File: src/rtl/dmem_arbiter.sv
// dmem_arbiter: shares the single-ported data memory between instruction fetch (IF) and load/store (LS)
// Ports: clk/reset (sync, active-high); if_req/if_addr in, if_gnt/if_rvalid/if_rdata out;
//   ls_req/ls_we/ls_addr/ls_wdata/ls_dmtype in, ls_gnt/ls_rvalid/ls_rdata out;
//   mem_req/mem_we/mem_addr/mem_wdata/mem_dmtype out, mem_ack/mem_rdata in; busy out.
// LS has priority; after STARVE_MAX consecutive LS grants with IF waiting, IF is forced.
// Optional DMARB_TIMEOUT_EN: adds sticky err output and aborts BUSY after TIMEOUT cycles without mem_ack.
module dmem_arbiter #(
  parameter int AW = 32,
  parameter int DW = 32,
  parameter int STARVE_MAX = 4
`ifdef DMARB_TIMEOUT_EN
  , parameter int TIMEOUT = 64
`endif
) (
  input  logic          clk,
  input  logic          reset,
  input  logic          if_req,
  input  logic [AW-1:0] if_addr,
  output logic          if_gnt,
  output logic          if_rvalid,
  output logic [DW-1:0] if_rdata,
  input  logic          ls_req,
  input  logic          ls_we,
  input  logic [AW-1:0] ls_addr,
  input  logic [DW-1:0] ls_wdata,
  input  logic [2:0]    ls_dmtype,
  output logic          ls_gnt,
  output logic          ls_rvalid,
  output logic [DW-1:0] ls_rdata,
  output logic          mem_req,
  output logic          mem_we,
  output logic [AW-1:0] mem_addr,
  output logic [DW-1:0] mem_wdata,
  output logic [2:0]    mem_dmtype,
  input  logic          mem_ack,
  input  logic [DW-1:0] mem_rdata,
  output logic          busy
`ifdef DMARB_TIMEOUT_EN
  , output logic        err
`endif
);
  typedef enum logic [1:0] {IDLE, BUSY_IF, BUSY_LS} state_t;
  state_t state, state_n;
  logic [3:0] starve_cnt, starve_n;
  logic pick_ls, pick_if, done, expire;
  logic [DW-1:0] rd_n;
`ifdef DMARB_TIMEOUT_EN
  localparam int TW = $clog2(TIMEOUT + 1);
  logic [TW-1:0] tmo_cnt;
  assign expire = state != IDLE && !mem_ack && tmo_cnt == TW'(TIMEOUT - 1);
  always_ff @(posedge clk) begin
    if (reset) begin
      tmo_cnt <= '0;
      err <= 1'b0;
    end else begin
      tmo_cnt <= (pick_ls || pick_if) ? '0 : (state != IDLE) ? tmo_cnt + 1'b1 : tmo_cnt;
      if (expire) err <= 1'b1;
    end
  end
`else
  assign expire = 1'b0;
`endif
  always_comb begin
    pick_ls = state == IDLE && ls_req && !(if_req && starve_cnt == 4'(STARVE_MAX));
    pick_if = state == IDLE && if_req && !pick_ls;
    done = state != IDLE && (mem_ack || expire);
    // stores and timeout aborts return zero data
    rd_n = (mem_we || !mem_ack) ? '0 : mem_rdata;
    state_n = pick_ls ? BUSY_LS : pick_if ? BUSY_IF : done ? IDLE : state;
    starve_n = (pick_if || (state == IDLE && !if_req)) ? 4'd0 :
               (pick_ls && starve_cnt != 4'(STARVE_MAX)) ? starve_cnt + 4'd1 : starve_cnt;
  end
  always_ff @(posedge clk) begin
    if (reset) begin
      state <= IDLE;
      starve_cnt <= '0;
    end else begin
      state <= state_n;
      starve_cnt <= starve_n;
    end
  end
  always_ff @(posedge clk) begin
    if (reset) begin
      if_gnt <= 1'b0;
      ls_gnt <= 1'b0;
      if_rvalid <= 1'b0;
      ls_rvalid <= 1'b0;
      if_rdata <= '0;
      ls_rdata <= '0;
      mem_we <= 1'b0;
      mem_addr <= '0;
      mem_wdata <= '0;
      mem_dmtype <= '0;
    end else begin
      if_gnt <= pick_if;
      ls_gnt <= pick_ls;
      if_rvalid <= done && state == BUSY_IF;
      ls_rvalid <= done && state == BUSY_LS;
      if (done && state == BUSY_IF) if_rdata <= rd_n;
      if (done && state == BUSY_LS) ls_rdata <= rd_n;
      if (pick_ls) begin
        mem_we <= ls_we;
        mem_addr <= ls_addr;
        mem_wdata <= ls_wdata;
        mem_dmtype <= ls_dmtype;
      end else if (pick_if) begin
        mem_we <= 1'b0;
        mem_addr <= if_addr;
        mem_wdata <= '0;
        mem_dmtype <= 3'b100;
      end
    end
  end
  assign busy = state != IDLE;
  assign mem_req = busy;
endmodule
File: config.mk
export PLATFORM = sky130hd
export DESIGN_NAME = dmem_arbiter
export DESIGN_NICKNAME = d
export VERILOG_FILES = /design/src/rtl/dmem_arbiter.sv
export SDC_FILE = /design/constraint.sdc
export NUM_CORES = 1
export LEC_CHECK = 0
export ABC_AREA = 0
export BUFFER_PORTS_ARGS = -buffer_cell sky130_fd_sc_hd__clkbuf_2
export CAP_MARGIN = 20
export CORE_MARGIN = 10
export CORE_UTILIZATION = 42
export CTS_BUF_LIST = sky130_fd_sc_hd__clkbuf_4 sky130_fd_sc_hd__clkbuf_8
export CTS_CLUSTER_DIAMETER = 80
export DETAILED_ROUTE_END_ITERATION = 10
export GPL_ROUTABILITY_DRIVEN = 0
export PLACE_DENSITY = 0.74
export SKIP_LAST_GASP = 1
export SLEW_MARGIN = 20
export SYNTH_ARGS = -nofsm -noshare
export SYNTH_HDL_FRONTEND = slang
export SYNTH_SLANG_ARGS = --single-unit
File: constraint.sdc
create_clock -name clk -period 2.3 [get_ports clk]
set_clock_uncertainty 0.1 [all_clocks]
set_input_delay 0.46 -clock clk [delete_from_list [all_inputs] [get_ports clk]]
set_output_delay 0.46 -clock clk [all_outputs]
set_load 0.01 [all_outputs]
## Word-level counts from Yosys, hierarchy flattened

Cells that the tools add are included.

- Memories: 0
- Output and inout port bits: 138
- Bits in read-only memories: 0
- Register bits: 142
- Bits in writable memories: 0
- Input bits: 137
- Latch bits: 0

- Multiply operators: 0
- Reductions and logical operators: 23
- Divide/modulo/power cells: 0
- Order comparisons: 0
- Bitwise gates (word level): 0
- Shift-type cells: 0
- Multiplexer cells: 12
- Equality and inequality tests: 4
- Add/sub/neg operators: 1

Operator list:

| operator | count |
|---|---|
| 32-bit two-way mux | 5 |
| 1-bit logical AND | 10 |
| 2-bit two-way mux | 3 |
| 3-bit two-way mux | 2 |
| 2-bit nonzero test | 3 |
| 4-bit by 1-bit adder with 4-bit output (second input constant) | 1 |
| 4-bit by 3-bit == test with 1-bit output (second input constant) | 1 |
| 1-bit logical NOT | 4 |
| 4-bit by 3-bit inequality test with 1-bit output (second input constant) | 1 |
| 2-bit OR reduction | 2 |
| 3-bit nonzero test | 1 |
| 2-bit by 1-bit == test with 1-bit output (second input constant) | 1 |
| 2-bit == test (second input constant) | 1 |
| 2-bit logical NOT | 1 |
| 1-bit logical OR | 2 |
| 1-bit two-way mux | 2 |

## Logic depth before layout (Yosys ltp)

Gate-level depths: netlist of the first run.

- Word-level depth: 8
- Gate-level depth with buffers: 7

## Worst setup path after synthesis of the first run

Ideal clock, no wire load.

- Path type: input-to-reg
- Start: in ls_req
- End: reg starve_cnt[3]
- Arrival time: 1.611 ns
- Cell stages on the path: 4
- Setup slack: 0.503 ns
- Data required time: 2.114 ns
- Cells stage by stage: or3b_1 -> clkbuf_2 -> or4b_1 -> a211oi_1

- Cells in the longest elaborated chain, start to end: 6
- Elaborated cells between the ends (all ways): 7

Ends and longest elaborated chain:

| what | RTL line | RTL |
|---|---|---|
| start: declaration | 22 | `input logic ls_req,` |
| 1-bit logical AND * (2 in a row) | 64 | `pick_ls = state == IDLE && ls_req && !(if_req && starve_cnt == 4'(STARVE_MAX));` |
| 1-bit logical NOT | 65 | `pick_if = state == IDLE && if_req && !pick_ls;` |
| 1-bit logical AND | 65 |  |
| 1-bit logical OR | 70 | `starve_n = (pick_if \|\| (state == IDLE && !if_req)) ? 4'd0 :` |
| 2-bit OR reduction (no source line) | -- |  |
| end signal: assignment | 79 | `starve_cnt <= starve_n;` |
| end: declaration | 44 | `logic [3:0] starve_cnt, starve_n;` |

Every way passes the cells marked *; elsewhere a longest branch is shown, timed or not.
A chain may end at the register's enable or synchronous reset.

## Worst setup path in the final report of the first run

- Start: reg state[1]
- End: out mem_req

- Cells in the longest elaborated chain, start to end: 1

Ends and longest elaborated chain:

| what | RTL line | RTL |
|---|---|---|
| start: declaration | 43 | `state_t state, state_n;` |
| start signal: assignment | 78 | `state <= state_n;` |
| 2-bit nonzero test | 114 | `assign busy = state != IDLE;` |
| end: declaration | 30 | `output logic mem_req,` |

Every way passes these cells.

==> results by group, run 1 <==
Status
  – Status: finished clean

STA
  – Worst slew margin: 0.318
  – Max Slew Vio Count: 0
  – Final hold violations: 0
  – Period minus WS final: ~2100 ps
  – Unrepaired setup endpoints after global routing: false
  – Setup Viol. Count Final: 0
  – Setup TNS Final: 0 ps
  – Fmax: 0.483 GHz
  – Tcrit/Tclk final: 0.899
  – Slew @ Worst Pin: around 1000 ps
  – Fin Hold WS: 149 ps

Routing
  – Initial DRC count: between 400 and 500
  – Post-DR vias/cell: ~5.3
  – Vias: just over 6000
  – DR WL/cell: around 17 µm
  – DRC Markers: 0
  – Drt total wl: 19900 µm
  – DRT antenna net count: 0
  – Router iterations before antenna repair: 5

Yosys
  – Instance count of the mapped netlist: roughly 700
  – Post-Syn Nets: 860
  – Synthesized flop and latch total: 142
  – Ys Warns: 0
  – Mean Syn Cell Area: between 7 and 8 µm²
  – Synth unique cells: 35
  – Mapped Area: around 5700 µm²
  – Sequential area share after synthesis: 0.495

Power
  – Switching Share: 0.279
  – Sequential power share: 0.489
  – Clk pwr share: 0.338
  – Pint: roughly 4000 µW
  – Peak VDD IR: between 0.0003 and 0.0004 V
  – Total power draw: between 5000 and 6000 µW
  – Combinational group share of total power: 0.173
  – Switching power: 1540 µW
  – Pwr/cell area: slightly above 700 nW/µm²
  – Leakage Power: 0.00331 µW

Critical path
  – Setup Crit Path Kind: register to primary output
  – Worst Path Required: 1740 ps
  – Worst Path Max Fanout: roughly 40
  – Crit path arrival time: 1510 ps
  – Capturing point of the worst reg2reg path: mem_addr[16]
  – Worst setup SP type: register
  – Critical path endpoint category: primary output
  – FF-to-FF Start: state[1]
  – FF-to-FF setup slack: between 300 and 400 ps
  – Worst R2R Path Depth: 5

Global route
  – GR Util All Layers: 0.202
  – Vias in the first global route: 5749
  – Initial antenna violation count: 1
  – Pin count of the biggest net entering global routing: 50
  – First-pass GRT wire length: about 30000 µm
  – Congestion Overflow GR: 0

Floorplan
  – Die height: between 100 and 150 µm
  – Die area: 18700 µm²
  – Io pins: 275
  – Initial core utilization: 0.432
  – Rows: 42
  – Die width: about 140 µm
  – Core area: between 10000 and 15000 µm²

Clock network
  – Clock tree buffer depth: 2
  – CTS tree: built
  – Cts repair resizes: 0
  – Clock Pin Slew Worst Setup and Hold Paths: 80 ps
  – Clk Latency, worst-skew pair: 440 ps
  – Cts bufs inserted: 17
  – H-Tree Depth: 4
  – Clk root buf: clkbuf_8
  – Cts hold-fix bufs: 0
  – Setup bufs post-CTS: 0
  – Sink Count: 142

Worst hold path
  – Min-delay src: ls_wdata[14]
  – Hold endpoint: mem_wdata[14]
  – Worst Hold Depth: 3
  – Worst min path class: input port to register

Flow run
  – Number of max-cap violations: 0

Cells and area
  – Synth-to-Final Area Change: 32.8%
  – Ant diodes: 0
  – Share of cells above drive strength 1: 0.344
  – Final nets: about 1100

Placement
  – DP Wirelength: around 14000 µm
  – Port Buf Inserts: around 270
-- how the worst max path moves through the flow --
| stage | from | to | slack [ps] |
|---|---|---|---|
| floorplan | ls_req | starve_cnt[3] | 500 |
| global placement | ls_req | mem_addr[2] | 240 |
| detailed placement | ls_req | mem_addr[16] | 260 |
| CTS | state[1] | busy | 210 |
| global route | state[1] | busy | 90 |
| finish | state[1] | mem_req | 230 |
-- layout by cell type (no fill, tap or decap), types with 2 or more instances in the layout --
| cell type | synthesis | layout |
|---|---|---|
| o21ai_0 | 68 | 68 |
| ha_1 | 2 | 2 |
| clkbuf_2 | 1 | 273 |
| nor2_2 | 0 | 3 |
| clkinv_2 | 0 | 5 |
| nand3_1 | 68 | 68 |
| clkbuf_4 | 0 | 2 |
| nand2_1 | 131 | 131 |
| nand2b_1 | 2 | 2 |
| dfxtp_1 | 142 | 142 |
| and3b_1 | 2 | 2 |
| a211oi_1 | 2 | 2 |
| clkbuf_8 | 0 | 21 |
| nor3_1 | 2 | 2 |
| nor2b_1 | 32 | 32 |
| buf_12 | 0 | 3 |
| a21oi_1 | 135 | 135 |
| buf_4 | 1 | 21 |
| a311oi_1 | 32 | 32 |
| inv_1 | 4 | 4 |
| nor2_1 | 5 | 2 |
| nand3b_1 | 3 | 3 |
-- routing by layer --
| layer | GRT usage | routed length [µm] | up-vias |
|---|---|---|---|
| met5 | 0 | 13 | - |
| met4 | 0.0527 | 227 | 2 |
| met3 | 0.0968 | 2350 | 17 |
| met2 | 0.327 | 9460 | 271 |
| met1 | 0.234 | 7880 | 2774 |
| li1 | - | - | 2990 |
-- sequential cells by signal, summed over array words and instances (netlist names) --
register	cells
state	2
mem_addr	32
ls_gnt	1
mem_dmtype	3
mem_wdata	32
ls_rdata	32
if_gnt	1
mem_we	1
ls_rvalid	1
if_rvalid	1
starve_cnt	4
if_rdata	32
-- power groups by stage --
stage | registers (µW) | logic [µW] | clock network [µW]
2_1_floorplan | 2810 | 464 | 0
3_3_place_gp | 2740 | 951 | 0
3_5_place_dp | 2750 | 956 | 0
4_1_cts | 2690 | 960 | 1920
5_1_grt | 2710 | 1050 | 2010
6_report | 2690 | 951 | 1860
-- critical path, cell delays in order (launching register included) --
cell,delay [ps]
dfxtp_1,350
nor2_2,50
inv_1,80
buf_4,360
clkbuf_2,210
-- metrics by stage --
| step | instances | util | setup WS (ps) | area [µm²] |
|---|---|---|---|---|
| 2_1_floorplan | 721 | - | 503 | 5740 |
| 3_3_place_gp | 1117 | 0.545 | 243 | 7250 |
| 3_5_place_dp | 1117 | 0.545 | 265 | 7250 |
| 4_1_cts | 1147 | 0.573 | 211 | 7620 |
| 5_1_grt | 1147 | 0.573 | 91.4 | 7620 |
| 6_report | 1147 | 0.573 | 231 | 7620 |
-- area by class of cell --
| class | count | area, µm² |
|---|---|---|
| clock inverters | 7 | 62.6 |
| flip-flops and latches | 142 | 2840 |
| fillers | 1318 | 5680 |
| well taps | 176 | 220 |
| multi-input cells | 498 | 2590 |
| repair buffers | 297 | 1580 |
| clock buffers | 23 | 304 |
| inverters | 4 | 15.0 |
-- Yosys cell counts --
cell type	instances	area share
dfxtp_1	142	0.50
a21oi_1	135	0.12
nand2_1	131	0.086
nand3_1	68	0.059
o21ai_0	68	0.059
clkbuf_1	66	0.043
a311oi_1	32	0.049
nor2b_1	32	0.035
buf_1	6	0.0039
nor2_1	5	0.0033
inv_1	4	0.0026
nand3b_1	3	0.0039
a211oi_1	2	0.0026
and3b_1	2	0.0031
buf_2	2	0.0017
ha_1	2	0.0044
nand2b_1	2	0.0022
nor3_1	2	0.0017
a221oi_1	1	0.0015
a31oi_1	1	0.0011
a41o_1	1	0.0017
and4b_1	1	0.0017
and4bb_2	1	0.0022
buf_4	1	0.0013
buf_6	1	0.0020
clkbuf_2	1	0.00087
nand4b_1	1	0.0015
nor3b_1	1	0.0013
nor4bb_1	1	0.0017
o2111ai_1	1	0.0015
o21bai_1	1	0.0013
o221a_2	1	0.0020
or2_2	1	0.0011
or3b_1	1	0.0015
or4b_1	1	0.0017
-- logic make-up after synthesis --
kind of cell,count (synthesis),synth area share
and+or+nand+nor,253,0.207
AOI/OAI and AO/OA,243,0.238
adders and majority gates,2,0.00436
buffers and inverters,81,0.0556
DFF,142,0.495
Power figures use the tool's default switching activity.
==> run 2, diff against run 1 <==
- GPL_TIMING_DRIVEN: unset -> 0
==> results by group, run 2 (synthesis gave the netlist of run 1 again) <==
Routing
  – DRC Markers: 0 (unchanged)
  – DR WL/cell: 17.9 µm (+2.8%)
  – Initial DRC count: 422 (-9.1%)
  – Router iterations before antenna repair: 5 (unchanged)
  – Post-DR vias/cell: 5.25 (-0.51%)
  – DRT antenna net count: 0 (unchanged)
  – Vias: 6307 (+4.2%)
  – Drt total wl: 21400 µm (+7.6%)

Floorplan
  – Io pins: 275 (unchanged)
  – Rows: 42 (unchanged)
  – Core area: 13300 µm² (unchanged)
  – Initial core utilization: 0.432 (unchanged)
  – Die width: 137 µm (unchanged)
  – Die height: 137 µm (unchanged)
  – Die area: 18700 µm² (unchanged)

Status
  – Status: finished clean

Cells and area
  – Synth-to-Final Area Change: 34.8%
  – Final nets: 1151 (+4.7%)
  – Ant diodes: 0 (unchanged)
  – Final cell count without fillers: 1201 (+4.7%)
  – Share of cells above drive strength 1: 0.308 (-0.0357)
  – Layout fillers: 1302 (-1.2%)
  – Sequential cell area: 2840 µm² (unchanged)
  – Most common cell after layout, fill and taps aside: clkbuf_2
  – Area of the multi-input gates: 2580 µm² (-0.19%)
  – Post-Route Utilization: 0.582 (+0.00875)
  – Most frequent cells in the layout: 274 x clkbuf_2, 142 x dfxtp_1, 135 x a21oi_1

STA
  – Setup TNS Final: 0 ps (unchanged)
  – Slew @ Worst Pin: 682 ps (-339 ps)
  – Max Slew Vio Count: 0 (unchanged)
  – Tcrit/Tclk final: 0.951 (+0.0512)
  – Period minus WS final: 2190 ps (+118 ps)
  – PnR worst setup slack: 114 ps (-118 ps)
  – Worst slew margin: 0.544 (+0.225)
  – Setup Viol. Count Final: 0 (unchanged)
  – Fmax: 0.457 GHz (-5.4%)
  – Unrepaired setup endpoints after global routing: false
  – Final hold violations: 0 (unchanged)

Critical path
  – Slowest-stage cell, CP: dfxtp_1
  – Most used cell, CP: buf_4
  – CP cell instances: buf_2 > nor2_4 > inv_1 > buf_4 > buf_4 > clkbuf_2
  – Crit path arrival time: 1630 ps (+120 ps)
  – Critical path endpoint category: primary output
  – Slowest cell delay on critical path: 310 ps (-50 ps)
  – Worst Path Required: 1740 ps (about the same)
  – Worst setup SP type: register
  – Worst Path Max Fanout: 11 (-73%)
  – Setup Crit Path Kind: register to primary output

Power
  – Pint: 4050 µW (+2.0%)
  – Switching power: 1610 µW (+4.7%)
  – Combinational group share of total power: 0.174 (about the same)
  – Clk pwr share: 0.351 (+0.013)
  – Pwr/cell area: 732 nW/µm² (+1.2%)
  – Leakage Power: 0.00329 µW (-0.48%)
  – Total power draw: 5660 µW (+2.7%)
  – Switching Share: 0.284 (+0.00523)
  – Sequential power share: 0.475 (-0.014)
  – Peak VDD IR: 0.000366 V (+3.8%)

Clock network
  – Sink Count: 142 (unchanged)
  – Clock tree buffer depth: 2 (unchanged)
  – Cts bufs inserted: 17 (unchanged)
  – Clk Latency, worst-skew pair: 440 ps (about the same)
  – CTS tree: built
  – Clock Pin Slew Worst Setup and Hold Paths: 80 ps (about the same)
  – Clk root buf: clkbuf_8
  – H-Tree Depth: 4 (unchanged)

Flow run
  – Number of max-cap violations: 0 (unchanged)

Placement
  – Placement Setup Slack: 8.49 ps (-256 ps)
  – DP Wirelength: 16500 µm (+17%)
  – Port Buf Inserts: 272 (-0.73%)
  – Placed Instances: 1169 (+4.7%)

Global route
  – Congestion Overflow GR: 0 (unchanged)
  – Pin count of the biggest net entering global routing: 17 (-66%)
  – Initial antenna violation count: 0 (-1)
  – First-pass GRT wire length: 32900 µm (+8.5%)
  – GR Util All Layers: 0.221 (+0.0194)
  – Vias in the first global route: 6127 (+6.6%)

Worst hold path
  – Worst min path class: input port to register
==> run 2: power groups by stage <==
stage	clock, µW	combinational, µW	sequential (µW)
after detailed placement	0	978	2750
after global routing	2120	1090	2710
after CTS	2030	990	2690
after global placement	0	974	2740
after floorplan	0	464	2810
final	1990	982	2690
==> run 2: stage by stage <==
step	hold slack (ps)	instance area [µm²]
after floorplan	366	5740
after global placement	342	7320
after detailed placement	345	7320
after CTS	121	7740
after global routing	114	7730
final	149	7730
==> run 2: path summary, 6_finish.rpt <==
check                           slack [ps]            end           from  cells past startpoint
worst min register to register         360   if_rdata[26]   if_rdata[26]                      2
worst max register to register         220  mem_dmtype[2]  starve_cnt[0]                      6
worst max-delay path                   110        mem_req       state[0]                      6
worst min-delay path                   150  mem_wdata[10]   ls_wdata[10]                      3
==> run 2: layout make-up <==
class	count	share of cell area
Sequential cell	142	0.368
Inverter	4	0.00194
Buffer	76	0.0395
Clock inverter	11	0.0149
Multi-Input combinational cell	498	0.334
Tap cell	176	0.0285
Clock buffer	21	0.0366
Timing Repair Buffer	273	0.177
==> run 2: timing repair <==
action	4_1_cts	5_1_grt
pin swaps	1	0
setup endpoints to repair	2	11
buffers inserted	1	0
gates resized for setup	4	3
cloned	0	0
hold buffers	0	0
==> run 2: worst max-delay path: cells and delay by family, from the launching register on <==
family	cells	cell delay [ps]
buffers and inverters	5	800
flip-flops	1	310
AND/OR/NAND/NOR	1	70
==> run 2: routing by layer <==
metal,track usage,part of all wire
met1,0.251,0.39
met4,0.0644,0.015
met3,0.101,0.12
met2,0.366,0.48
met5,0,0
